### config.mk
export PLATFORM = sky130hd
export DESIGN_NAME = pipelined_cla_addsub
export DESIGN_NICKNAME = d
export VERILOG_FILES = /design/src/rtl/pipelined_cla_addsub.sv
export SDC_FILE = /design/constraint.sdc
export NUM_CORES = 1
export LEC_CHECK = 0
export ABC_AREA = 0
export CAP_MARGIN = 20
export CORE_MARGIN = 5
export CORE_UTILIZATION = 35
export CTS_BUF_LIST = sky130_fd_sc_hd__clkbuf_16
export DETAILED_ROUTE_END_ITERATION = 16
export SYNTH_ARGS = -nofsm -noshare
export SYNTH_HDL_FRONTEND = slang
export SYNTH_SLANG_ARGS = --single-unit
### constraint.sdc
create_clock -name clk -period 2.7 [get_ports clk]
set_input_delay 0.54 -clock clk [delete_from_list [all_inputs] [get_ports clk]]
set_output_delay 0.54 -clock clk [all_outputs]
set_load 0.05 [all_outputs]
### src/rtl/pipelined_cla_addsub.sv
`default_nettype none
// ============================================================================
// Module      : pipelined_cla_addsub
// Description : Parametrised pipelined carry-lookahead adder/subtractor.
//               The WIDTH-bit operation is split into STAGES registered
//               segments of SEG = WIDTH/STAGES bits. Each segment is built
//               from 4-bit CLA groups whose carries come from group P/G
//               lookahead. A valid/ready handshake on both sides lets the
//               block sit between back-pressured datapath blocks.
// Ports       : clk        - clock, rising edge
//               rst_n      - asynchronous active-low reset
//               in_valid   - operands present
//               in_ready   - operands accepted this cycle
//               A, B       - operands (unsigned or two's complement)
//               cin        - carry-in (ignored when sub=1)
//               sub        - 0: A+B+cin, 1: A-B
//               out_valid  - result valid
//               out_ready  - downstream accepts result
//               S          - sum/difference (mod 2^WIDTH)
//               cout       - carry-out of MSB (no-borrow flag for sub)
//               ovf        - signed overflow
//               zero       - S == 0
// Revision    : 1.0 - initial release
// ============================================================================
module pipelined_cla_addsub #(
  parameter int WIDTH  = 16,
  parameter int STAGES = 2
) (
  input  logic             clk,
  input  logic             rst_n,
  input  logic             in_valid,
  output logic             in_ready,
  input  logic [WIDTH-1:0] A,
  input  logic [WIDTH-1:0] B,
  input  logic             cin,
  input  logic             sub,
  output logic             out_valid,
  input  logic             out_ready,
  output logic [WIDTH-1:0] S,
  output logic             cout,
  output logic             ovf,
  output logic             zero
);

  localparam int SEG  = WIDTH / STAGES;
  localparam int NGRP = SEG / 4;
  localparam int LAST = STAGES - 1;

  if ((STAGES < 1) || (WIDTH % (4 * STAGES) != 0)) begin : g_param_check
    $error("pipelined_cla_addsub: WIDTH must be a multiple of 4*STAGES");
  end

  // One SEG-bit carry-lookahead segment.
  // Returns {carry into segment MSB, carry out of segment, sum bits}.
  function automatic logic [SEG+1:0] cla_seg(input logic [SEG-1:0] a,
                                             input logic [SEG-1:0] b,
                                             input logic           ci);
    logic [SEG-1:0]  w_p;
    logic [SEG-1:0]  w_g;
    logic [SEG:0]    w_c;
    logic [NGRP-1:0] w_gp;
    logic [NGRP-1:0] w_gg;
    logic [NGRP:0]   w_gc;
    logic            w_acc;
    logic            w_pp;
    logic            w_cg;
    w_p = a ^ b;
    w_g = a & b;
    for (int j = 0; j < NGRP; j++) begin
      w_gp[j] = &w_p[4*j +: 4];
      w_gg[j] = w_g[4*j+3]
              | (w_p[4*j+3] & w_g[4*j+2])
              | (w_p[4*j+3] & w_p[4*j+2] & w_g[4*j+1])
              | (w_p[4*j+3] & w_p[4*j+2] & w_p[4*j+1] & w_g[4*j]);
    end
    // Group carries in flat sum-of-products form: each one is an OR of
    // generate terms masked by the propagates above them, so no carry
    // depends on the previous group's carry.
    w_gc[0] = ci;
    for (int j = 1; j <= NGRP; j++) begin
      w_acc = 1'b0;
      w_pp  = 1'b1;
      for (int i = j - 1; i >= 0; i--) begin
        w_acc = w_acc | (w_gg[i] & w_pp);
        w_pp  = w_pp & w_gp[i];
      end
      w_gc[j] = w_acc | (ci & w_pp);
    end
    // Bit carries inside each 4-bit group, again in lookahead form.
    for (int j = 0; j < NGRP; j++) begin
      w_cg         = w_gc[j];
      w_c[4*j]     = w_cg;
      w_c[4*j + 1] = w_g[4*j] | (w_p[4*j] & w_cg);
      w_c[4*j + 2] = w_g[4*j+1] | (w_p[4*j+1] & w_g[4*j])
                   | (w_p[4*j+1] & w_p[4*j] & w_cg);
      w_c[4*j + 3] = w_g[4*j+2] | (w_p[4*j+2] & w_g[4*j+1])
                   | (w_p[4*j+2] & w_p[4*j+1] & w_g[4*j])
                   | (w_p[4*j+2] & w_p[4*j+1] & w_p[4*j] & w_cg);
    end
    w_c[SEG] = w_gc[NGRP];
    return {w_c[SEG-1], w_c[SEG], w_p ^ w_c[SEG-1:0]};
  endfunction

  // Stage registers. Operands are carried whole; each stage only consumes
  // its own slice, and the lower sum bits accumulate as the op moves down.
  logic [WIDTH-1:0]  r_a   [STAGES];
  logic [WIDTH-1:0]  r_b   [STAGES];
  logic [WIDTH-1:0]  r_sum [STAGES];
  logic [STAGES-1:0] r_c;
  logic [STAGES-1:0] r_v;
  logic              r_ovf;
  logic              r_zero;

  logic [WIDTH-1:0]  w_a_src   [STAGES];
  logic [WIDTH-1:0]  w_b_src   [STAGES];
  logic [WIDTH-1:0]  w_s_src   [STAGES];
  logic [WIDTH-1:0]  w_sum_nxt [STAGES];
  logic [SEG+1:0]    w_res     [STAGES];
  logic [STAGES-1:0] w_c_src;
  logic [STAGES-1:0] w_v_src;
  logic [STAGES:0]   w_go;
  logic              w_ovf_nxt;
  logic              w_zero_nxt;

  always_comb begin
    // Subtraction is folded in before the first register: invert B and
    // force the carry-in, so every later stage is a plain adder.
    w_a_src[0] = A;
    w_b_src[0] = sub ? ~B : B;
    w_c_src[0] = sub | cin;
    w_s_src[0] = '0;
    w_v_src[0] = in_valid;
    for (int k = 1; k < STAGES; k++) begin
      w_a_src[k] = r_a[k-1];
      w_b_src[k] = r_b[k-1];
      w_s_src[k] = r_sum[k-1];
      w_c_src[k] = r_c[k-1];
      w_v_src[k] = r_v[k-1];
    end
    for (int k = 0; k < STAGES; k++) begin
      w_res[k]     = cla_seg(w_a_src[k][k*SEG +: SEG],
                             w_b_src[k][k*SEG +: SEG],
                             w_c_src[k]);
      w_sum_nxt[k] = w_s_src[k];
      w_sum_nxt[k][k*SEG +: SEG] = w_res[k][SEG-1:0];
    end
    // A stage may load when it is empty or its contents move on; the chain
    // is combinational from out_ready back to in_ready.
    w_go[STAGES] = out_ready;
    for (int k = LAST; k >= 0; k--) begin
      w_go[k] = !r_v[k] || w_go[k+1];
    end
    w_ovf_nxt  = w_res[LAST][SEG+1] ^ w_res[LAST][SEG];
    w_zero_nxt = (w_sum_nxt[LAST] == '0);
  end

  always_ff @(posedge clk or negedge rst_n) begin
    if (!rst_n) begin
      r_v    <= '0;
      r_c    <= '0;
      r_ovf  <= 1'b0;
      r_zero <= 1'b0;
      for (int k = 0; k < STAGES; k++) begin
        r_a[k]   <= '0;
        r_b[k]   <= '0;
        r_sum[k] <= '0;
      end
    end else begin
      for (int k = 0; k < STAGES; k++) begin
        if (w_go[k]) begin
          r_v[k] <= w_v_src[k];
          // Data only moves with a valid op, so a bubble leaves the
          // previous result visible rather than loading garbage.
          if (w_v_src[k]) begin
            r_a[k]   <= w_a_src[k];
            r_b[k]   <= w_b_src[k];
            r_sum[k] <= w_sum_nxt[k];
            r_c[k]   <= w_res[k][SEG];
          end
        end
      end
      if (w_go[LAST] && w_v_src[LAST]) begin
        r_ovf  <= w_ovf_nxt;
        r_zero <= w_zero_nxt;
      end
    end
  end

  assign in_ready  = w_go[0];
  assign out_valid = r_v[LAST];
  assign S         = r_sum[LAST];
  assign cout      = r_c[LAST];
  assign ovf       = r_ovf;
  assign zero      = r_zero;

endmodule
`default_nettype wire

==> summary by stage, run 1 <==
Critical path
Traced cell by cell, the critical path runs through ha_4, a21oi_2, a2bb2oi_2, nand2b_1, fa_1, nor4b_2, nand4_1, nor3_2, nand2_1, o31ai_2. STA puts the critical path data required time at between 2000 and 3000 ps. The worst-path cell with the longest stage delay is fa_1. STA classifies the critical path startpoint as a flop. The critical setup path kind is flop to flop.

The buffering stage count on the worst path with inverters included is 0. In this run the worst path has a maximum fanout of 3. On the worst path, the slowest cell contributes a delay of 480 ps. Data arrives at the worst endpoint at about 2600 ps. The worst setup path is captured at a flop. The kind of cell with the highest combined delay on the critical path is adder cells.

Worst hold path
The min-delay analysis places its worst path in the category input pin to asynchronous set/reset pin.

Power
The analysis attributes to cell leakage a power of 1.539 nW. VDD sags by at most around 0.00029 V. In this run the power density over the cells is 899.6 nW/um^2. The total power draw is approximately 3.2 mW.

Clock network
The clock tree root driver cell is clkbuf_16. The level count of the clock H-tree is 2. The post-CTS clock slew at the launch and capture registers of the worst setup and hold paths is 60 ps.

TritonCTS built the clock tree. The buffer depth of the longest clock path is 2. Clock tree synthesis inserted a total of 5 buffers. The later pin in the worst-skew pair is clocked with a latency of around 280 ps. CTS saw 46 sinks.

Timing
The pin slew with the least headroom to its limit is between 600 and 700 ps. The number of hold violations in the final report is 0. The clock skew is about 4.4 ps. Hold is met by roughly 80 ps. Setup repair after global routing left no endpoint under its margin.

The highest clock rate is ~0.41 GHz. The clock period could shrink to 2438 ps. In this run the tightest slew margin relative to its limit is 56.79%. The number of max-slew violations in the final report is 0.

The final cycle utilization of the critical path is about nine tenths. Setup violations remaining at the end of the flow were counted as 0.

Final layout
The diode insertion count for antenna repair is 0. The number of filler instances in the final layout is slightly below 700. In the final design database the tool counted approximately 360 nets. Summing all multi-input logic gate instances after layout gives roughly 1400 um^2. Excluding fillers, the count of instances in the completed layout stands at between 400 and 500. From synthesis to final layout, the design area changed by 32.60%. Registers take roughly 1200 um^2. The total non-filler cell area in the finished layout is between 3000 and 4000 um^2.

The fraction of layout cells with a size suffix above 1 is between 15 and 20%.

Synth
The sequential element share of the synthesized area is 43.09%. The synthesized netlist cell count is 252. The most used flip-flop cell after synthesis is dfrtp_1. Yosys mapped a number of flops with a built-in enable equal to 0.

The netlist area before placement is about 2700 um^2. The flop and latch count out of synthesis is 46. The average cell area after synthesis is roughly 11 um^2.

The netlist uses 41 different library cells. After synthesis, the share of flip-flops with an asynchronous set or reset is 100.0%. The Yosys step of the flow raised 0 warnings. Counting every net in the synthesized netlist gives 310.

Die
After floorplanning, the core was divided into 31 placement rows. Pin placement for this block handled 59 I/O pins. The die width is 97.37 um. Once the floorplan was initialized, standard cells occupied around 36% of the core. The floorplan step defined a die boundary enclosing 9480 um^2. The die is between 90 and 100 um tall.

The floorplan step defined a core boundary enclosing roughly 7300 um^2.

Global routing
The via count of the first global-routing pass is 1,908. The initial antenna violation count is 0. The sum of overflow across all layers after global routing is 0. Entering global routing, the biggest net connects 41 pins. Global routing used a little under an eighth of the available tracks. The wire length of the first global-routing pass is approximately 9 mm.

Job
Across the run, the number of max-cap violations was 0.

Detailed routing
After detailed routing, the number of remaining DRC violations is 0. After detailed routing, the number of vias per cell comes to ~4.6. The detail-routed net length per standard cell is between 10 and 15 um. The total routed wirelength is slightly above 5 mm. The vias after detailed routing is about 1.8k. The pre-antenna-repair detailed-routing pass consisted of 4 iterations. The initial detailed-routing violation count is 67. The remaining antenna violation count after routing is 0.

Placement
The number of input and output port buffers inserted is 58. The total half-perimeter wirelength after legalization and detailed placement is ~4.2 mm. Once placement finished, the instance area stood at 3302 um^2. Routability-driven placement finished with a final weighted congestion of 0.7158.

After detailed placement, the design holds a cell count of 396.

Run status
The run finished with clean final reports.
-- path summary, 6_finish.rpt --
| path | to | cells after the start | slack (ps) | from |
|---|---|---|---|---|
| worst max register to register | zero$_DFFE_PN0P_ | 10 | 260 | r_a[24]$_DFFE_PN0P_ |
| worst max-delay path | zero$_DFFE_PN0P_ | 10 | 260 | r_a[24]$_DFFE_PN0P_ |
| worst min register to register | S[15]$_DFFE_PN0P_ | 2 | 480 | S[15]$_DFFE_PN0P_ |
| min in group clk | S[15]$_DFFE_PN0P_ | 2 | 480 | S[15]$_DFFE_PN0P_ |
| max in group asynchronous | r_a[30]$_DFFE_PN0P_ | 2 | 1900 | rst_n |
| worst min-delay path | S[3]$_DFFE_PN0P_ | 1 | 80 | rst_n |
-- Yosys cell counts, drive strengths merged, types with 2 or more instances --
cell	instances	area share (%)
a211o	2	0.75
a211oi	2	0.75
a21o	3	0.84
a21oi	8	1.5
buf	20	5.5
clkbuf	4	0.56
dfrtp	46	43
fa	4	3.0
ha	16	7.5
inv	8	1.1
mux2	20	8.6
nand2	29	4.1
nand2b	5	1.2
nand3	3	0.56
nand3b	2	0.56
nor2	6	0.84
nor3	7	1.3
nor3b	2	0.56
nor4	3	0.70
o21a	3	0.84
o21ai	21	3.9
o31ai	2	0.75
xnor2	10	3.3
xor2	15	4.9
-- cells in the final DEF, fill, tap and decap left out, drive strengths merged, types with 2 or more instances in the layout --
cell,instances
nand3,3
xor2,15
nor3,7
xnor2,10
a211o,2
o21ai,21
o31ai,2
dfrtp,46
nand2b,5
clkdlybuf4s50,55
inv,8
a21o,3
nand3b,2
a21oi,8
nor3b,2
nor2,6
fa,4
bufinv,2
clkbuf,5
buf,13
nor4,3
ha,16
nand2,29
mux2,20
a211oi,2
o21a,3
-- layout make-up --
class / count / area share, %
repair buffers: 69 / 18.93
inverters: 8 / 0.8478
flip-flops and latches: 46 / 32.50
multi-input cells: 174 / 38.89
clock buffers: 5 / 3.532
clock inverters: 3 / 1.801
well taps: 99 / 3.497
-- timing repair --
item | in CTS | in global routing
setup buffers | 0 | 0
setup endpoints to repair | 0 | 2
gates resized for setup | 0 | 8
hold buffers | 0 | 0
-- logic make-up after synthesis --
group / count (synthesis) / share of synthesized area [%]
simple gates: 63 / 11.33
xor+xnor: 25 / 8.197
compound gates: 45 / 10.77
flops: 46 / 43.09
mux: 21 / 8.946
buf+inv: 32 / 7.166
fa+ha+maj: 20 / 10.49
-- power breakdown --
part	internal [mW]	leakage (nW)	total (mW)	switching, mW
Combinational	0.593	0.893	1.41	0.818
Clock	0.527	0.0915	0.769	0.243
Sequential	0.881	0.555	1.01	0.125
-- sequential cells by signal, summed over array words and instances (netlist names) --
signal,flops
r_v,2
r_a,8
r_b,8
r_sum,8
r_c,2
ovf,1
zero,1
S,16
-- metrics by stage --
| step | util (%) | setup slack, ps | TNS, ps |
|---|---|---|---|
| after floorplan | - | 97.25 | 0 |
| after global placement | 45.04 | -162.1 | -383.4 |
| after detailed placement | 45.04 | -184.6 | -525.6 |
| after CTS | 47.62 | 36.12 | 0 |
| after global routing | 48.32 | 51.06 | 0 |
| final | 48.32 | 262.2 | 0 |
-- routing by layer --
metal / global-route usage (%) / vias up / wire length, um
met4: 3.514 / 0 / 58
met5: 0 / - / 0
met2: 18.03 / 43 / 2286
met1: 15.39 / 836 / 2530
li1: - / 960 / -
met3: 2.656 / 5 / 221
Power figures use the tool's default switching activity.
==> run 2: changes to the inputs <==
- CELL_PAD_IN_SITES_DETAIL_PLACEMENT: unset -> 1
- CELL_PAD_IN_SITES_GLOBAL_PLACEMENT: unset -> 1
- CORE_UTILIZATION: 35 -> 39
- PLACE_DENSITY_LB_ADDON: unset -> 0.1
==> run 2 against run 1 <==
  * Power is 5.9% lower
  * Core utilization rose by 3.0 points
  * Maximum frequency fell by 3.7%
  * Register-to-register slack got worse by 90 ps
  * Clock power down 25%
  * Hold slack gained 69 ps
  * Sequential share of layout area grew 0.90 points
  * Setup slack worse by 93 ps
  * Critical endpoint unchanged
  * Largest power group unchanged
  * Highest routed layer unchanged
==> summary by stage, run 2 (synthesis results as in run 1) <==
Placement
The total half-perimeter wirelength after legalization and detailed placement is 4.523 mm (was 4.160 mm). The instance count after placement with tap cells included is 376 (was 396). The placer congestion estimate was 0.7313 (was 0.7158). The minimum setup slack after placement is -222.6 ps (was -184.6 ps). The number of input and output port buffers inserted came to 58 (unchanged).

Clock network
The clock latency at the later pin of the worst-skew pair came to 280 ps (about the same). The post-CTS clock slew at the launch and capture registers of the worst setup and hold paths is 60 ps (about the same). The clock tree from TritonCTS is yes (unchanged). The number of buffers created by CTS came to 5 (unchanged). The level count of the clock H-tree is 2 (unchanged). The buffer depth of the longest clock path is 2 (unchanged). The clock sink total is 46 (unchanged). The count of buffers added by post-CTS timing repair for setup came to 0 (unchanged).

The clock tree root driver cell is clkbuf_16 (unchanged).

Detailed routing
The vias after detailed routing was 1,903 (was 1,844). The per-cell via count in the routed design is 4.956 (was 4.564). The DRC violation count after routing was 0 (unchanged). The remaining antenna violation count after routing is 0 (unchanged). The total routed wirelength was 5.630 mm (was 5.097 mm). The initial detailed-routing violation count was 40 (was 67). The detail-routed net length per standard cell is 14.66 um (was 12.62 um).

The iteration count of the initial detailed-routing pass was 4 (unchanged).

Final layout
The flip-flop count of the largest register, all copies and words added is 16 (unchanged). The footprint of the flip-flops and latches is 1151 um^2 (unchanged). The number of filler instances in the final layout was 719 (was 694). The growth of design area from synthesis to finish was 29.04% (was 32.60%). The diode insertion count for antenna repair was 0 (unchanged). The fraction of layout cells with a size suffix above 1 is 15.79% (was 17.38%). Leading cell types in the layout, fill and taps excluded: clkdlybuf4s50_1 (55), dfrtp_1 (46), nand2_1 (29) (unchanged).

The post-layout net count came to 361 (was 362). The count of non-filler cells in the finished layout is 384 (was 404). The most common library cell in the layout ignoring fill and taps is clkdlybuf4s50_1 (unchanged). The area used by multi-input combinational logic is 1363 um^2 (was 1378 um^2).

Timing
The highest clock rate is 0.3951 GHz (was 0.4102 GHz). The clock skew is 4.464 ps (was 4.356 ps). The clock period minus final worst setup slack came to 2531 ps (was 2438 ps). The final cycle utilization of the critical path was 93.73% (was 90.29%).

The post-route setup TNS is 0 ps (unchanged). The worst max-slew margin expressed relative to the limit is 50.85% (was 56.79%). The count of endpoints failing setup in the final report is 0 (unchanged).

The number of max-slew violations in the final report is 0 (unchanged). The number of hold violations in the final report is 0 (unchanged). The final worst hold slack is 150.2 ps (was 81.24 ps). The post-route worst setup slack is 169.3 ps (was 262.2 ps). The pin slew with the least headroom to its limit was 735.5 ps (was 646.6 ps).

Global routing
The sum of overflow across all layers after global routing is 0 (unchanged). The wire length of the first global-routing pass is 9.528 mm (was 8.997 mm). The global-route usage over all layers came to 14.02% (was 11.37%). The initial antenna violation count is 0 (unchanged). The via count of the first global-routing pass is 1,896 (was 1,908).

The largest net degree at the start of global routing was 40 (was 41).

Critical path
The highest net fanout along the worst path is 3 (unchanged). The worst-path cell with the longest stage delay is fa_1 (unchanged). The termination of the worst setup path is zero$_DFFE_PN0P_ (unchanged).

The worst setup path startpoint was r_a[24]$_DFFE_PN0P_ (unchanged). The critical path endpoint category was a flop (unchanged). The delay of the slowest cell on the worst path is 490 ps (was 480 ps). Cell-by-cell listing of the critical path: ha_1, a21oi_1, a2bb2oi_2, nand2b_1, fa_1, nor4b_2, nand4_1, nor3_2, nand2_1, o31ai_2 (was ha_4, a21oi_2, a2bb2oi_2, nand2b_1, fa_1, nor4b_2, nand4_1, nor3_2, nand2_1, o31ai_2). The kind of start point of the critical path is a flop (unchanged). The destination of the worst register-to-register timing path is zero$_DFFE_PN0P_ (unchanged). The worst endpoint data arrival time came to 2720 ps (was 2630 ps). The required time at the worst-slack endpoint is 2890 ps (was 2900 ps).

The number of cells traversed by the worst register-to-register path came to 10 (unchanged). The start of the worst register-to-register path is r_a[24]$_DFFE_PN0P_ (unchanged). The critical setup path kind is flop to flop (unchanged).

The register-to-register setup slack is 170 ps (was 260 ps).

Power
The net switching fraction of the power came to 39.85% (was 37.19%). The proportion of power drawn by the clock network is 19.2% (was 24.1%). The ratio of total power to cell area is 869.7 nW/um^2 (was 899.6 nW/um^2). The sequential fraction of design power is 33.5% (was 31.6%). The leakage power total is 1.512 nW (was 1.539 nW). The reported net switching power is 1.195 mW (was 1.185 mW). The internal power is 1.803 mW (was 2.001 mW). The part of the total power dissipated in combinational logic is 47.2% (was 44.3%).

The maximum resistive drop on vdd is 0.0002521 V (was 0.0002949 V).

Die
The die footprint came to 8604 um^2 (was 9480 um^2). The die width is 92.76 um (was 97.37 um). The effective utilization at floorplan is 39.76% (was 36.44%). The die boundary height is 92.76 um (was 97.37 um).

The number of top-level pins is 59 (unchanged). The number of core rows is 30 (was 31). The placeable core region is 6719 um^2 (was 7331 um^2).

Run status
Run status: finished clean (unchanged).

Worst hold path
The worst hold path class is input pin to asynchronous set/reset pin (unchanged).

Job
The reported max-cap violation count came to 0 (unchanged).
-- run 2: changes by cell type in the layout (fill, tap and decap cells not counted), sizes merged --
cell,before,now
clkinv,1,3
bufinv,2,0
buf,13,12
-- run 2: power by group through the flow --
| stage | Combinational [mW] | Sequential [mW] | Clock, mW |
|---|---|---|---|
| final | 1.42 | 1.01 | 0.577 |
| after detailed placement | 1.41 | 1.02 | 0 |
| after global routing | 1.53 | 1.03 | 0.628 |
| after global placement | 1.38 | 1.01 | 0 |
| after CTS | 1.41 | 1.01 | 0.598 |
| after floorplan | 1.08 | 1.01 | 0 |
-- run 2: final cells by class --
type	instances	share of cell area [%]
Sequential cell	46	33.39
Timing Repair Buffer	68	19.35
Clock buffer	5	3.630
Clock inverter	3	0.3267
Inverter	8	0.8711
Tap cell	80	2.904
Multi-Input combinational cell	174	39.53
-- run 2: how the worst min path moves through the flow --
| stage | slack [ps] | start | endpoint |
|---|---|---|---|
| 2_1_floorplan | 240 | rst_n | S[0]$_DFFE_PN0P_ |
| 3_3_place_gp | 450 | rst_n | S[3]$_DFFE_PN0P_ |
| 3_5_place_dp | 460 | rst_n | S[2]$_DFFE_PN0P_ |
| 4_1_cts | 160 | rst_n | S[5]$_DFFE_PN0P_ |
| 5_1_grt | 170 | rst_n | S[2]$_DFFE_PN0P_ |
| 6_report | 150 | rst_n | S[2]$_DFFE_PN0P_ |
-- run 2: timing repair --
action / CTS / global route
resized for setup: 0 / 7
hold buffers: 0 / 0
endpoints found under the setup margin: 0 / 3
-- run 2: worst max-delay path, delay by kind of cell (launching register included) --
kind	cells	cell delay, ps
compound gates	3	550
flops	1	400
simple gates	5	700
fa+ha+maj	2	800
-- run 2: metal layers --
layer	global-route usage [%]	vias up	routed length [um]
li1	-	954	-
met1	18.84	899	2613
met2	22.08	43	2608
met3	3.168	7	314
met4	5.128	0	94
met5	0	-	0
-- run 2: through the flow --
stage	power [mW]	cell area (um^2)	util, %
3_5_place_dp	2.427	3271	48.68
3_3_place_gp	2.390	3271	48.68
5_1_grt	3.192	3447	51.30
4_1_cts	3.017	3407	50.71
6_report	2.998	3447	51.30
2_1_floorplan	2.095	2671	-
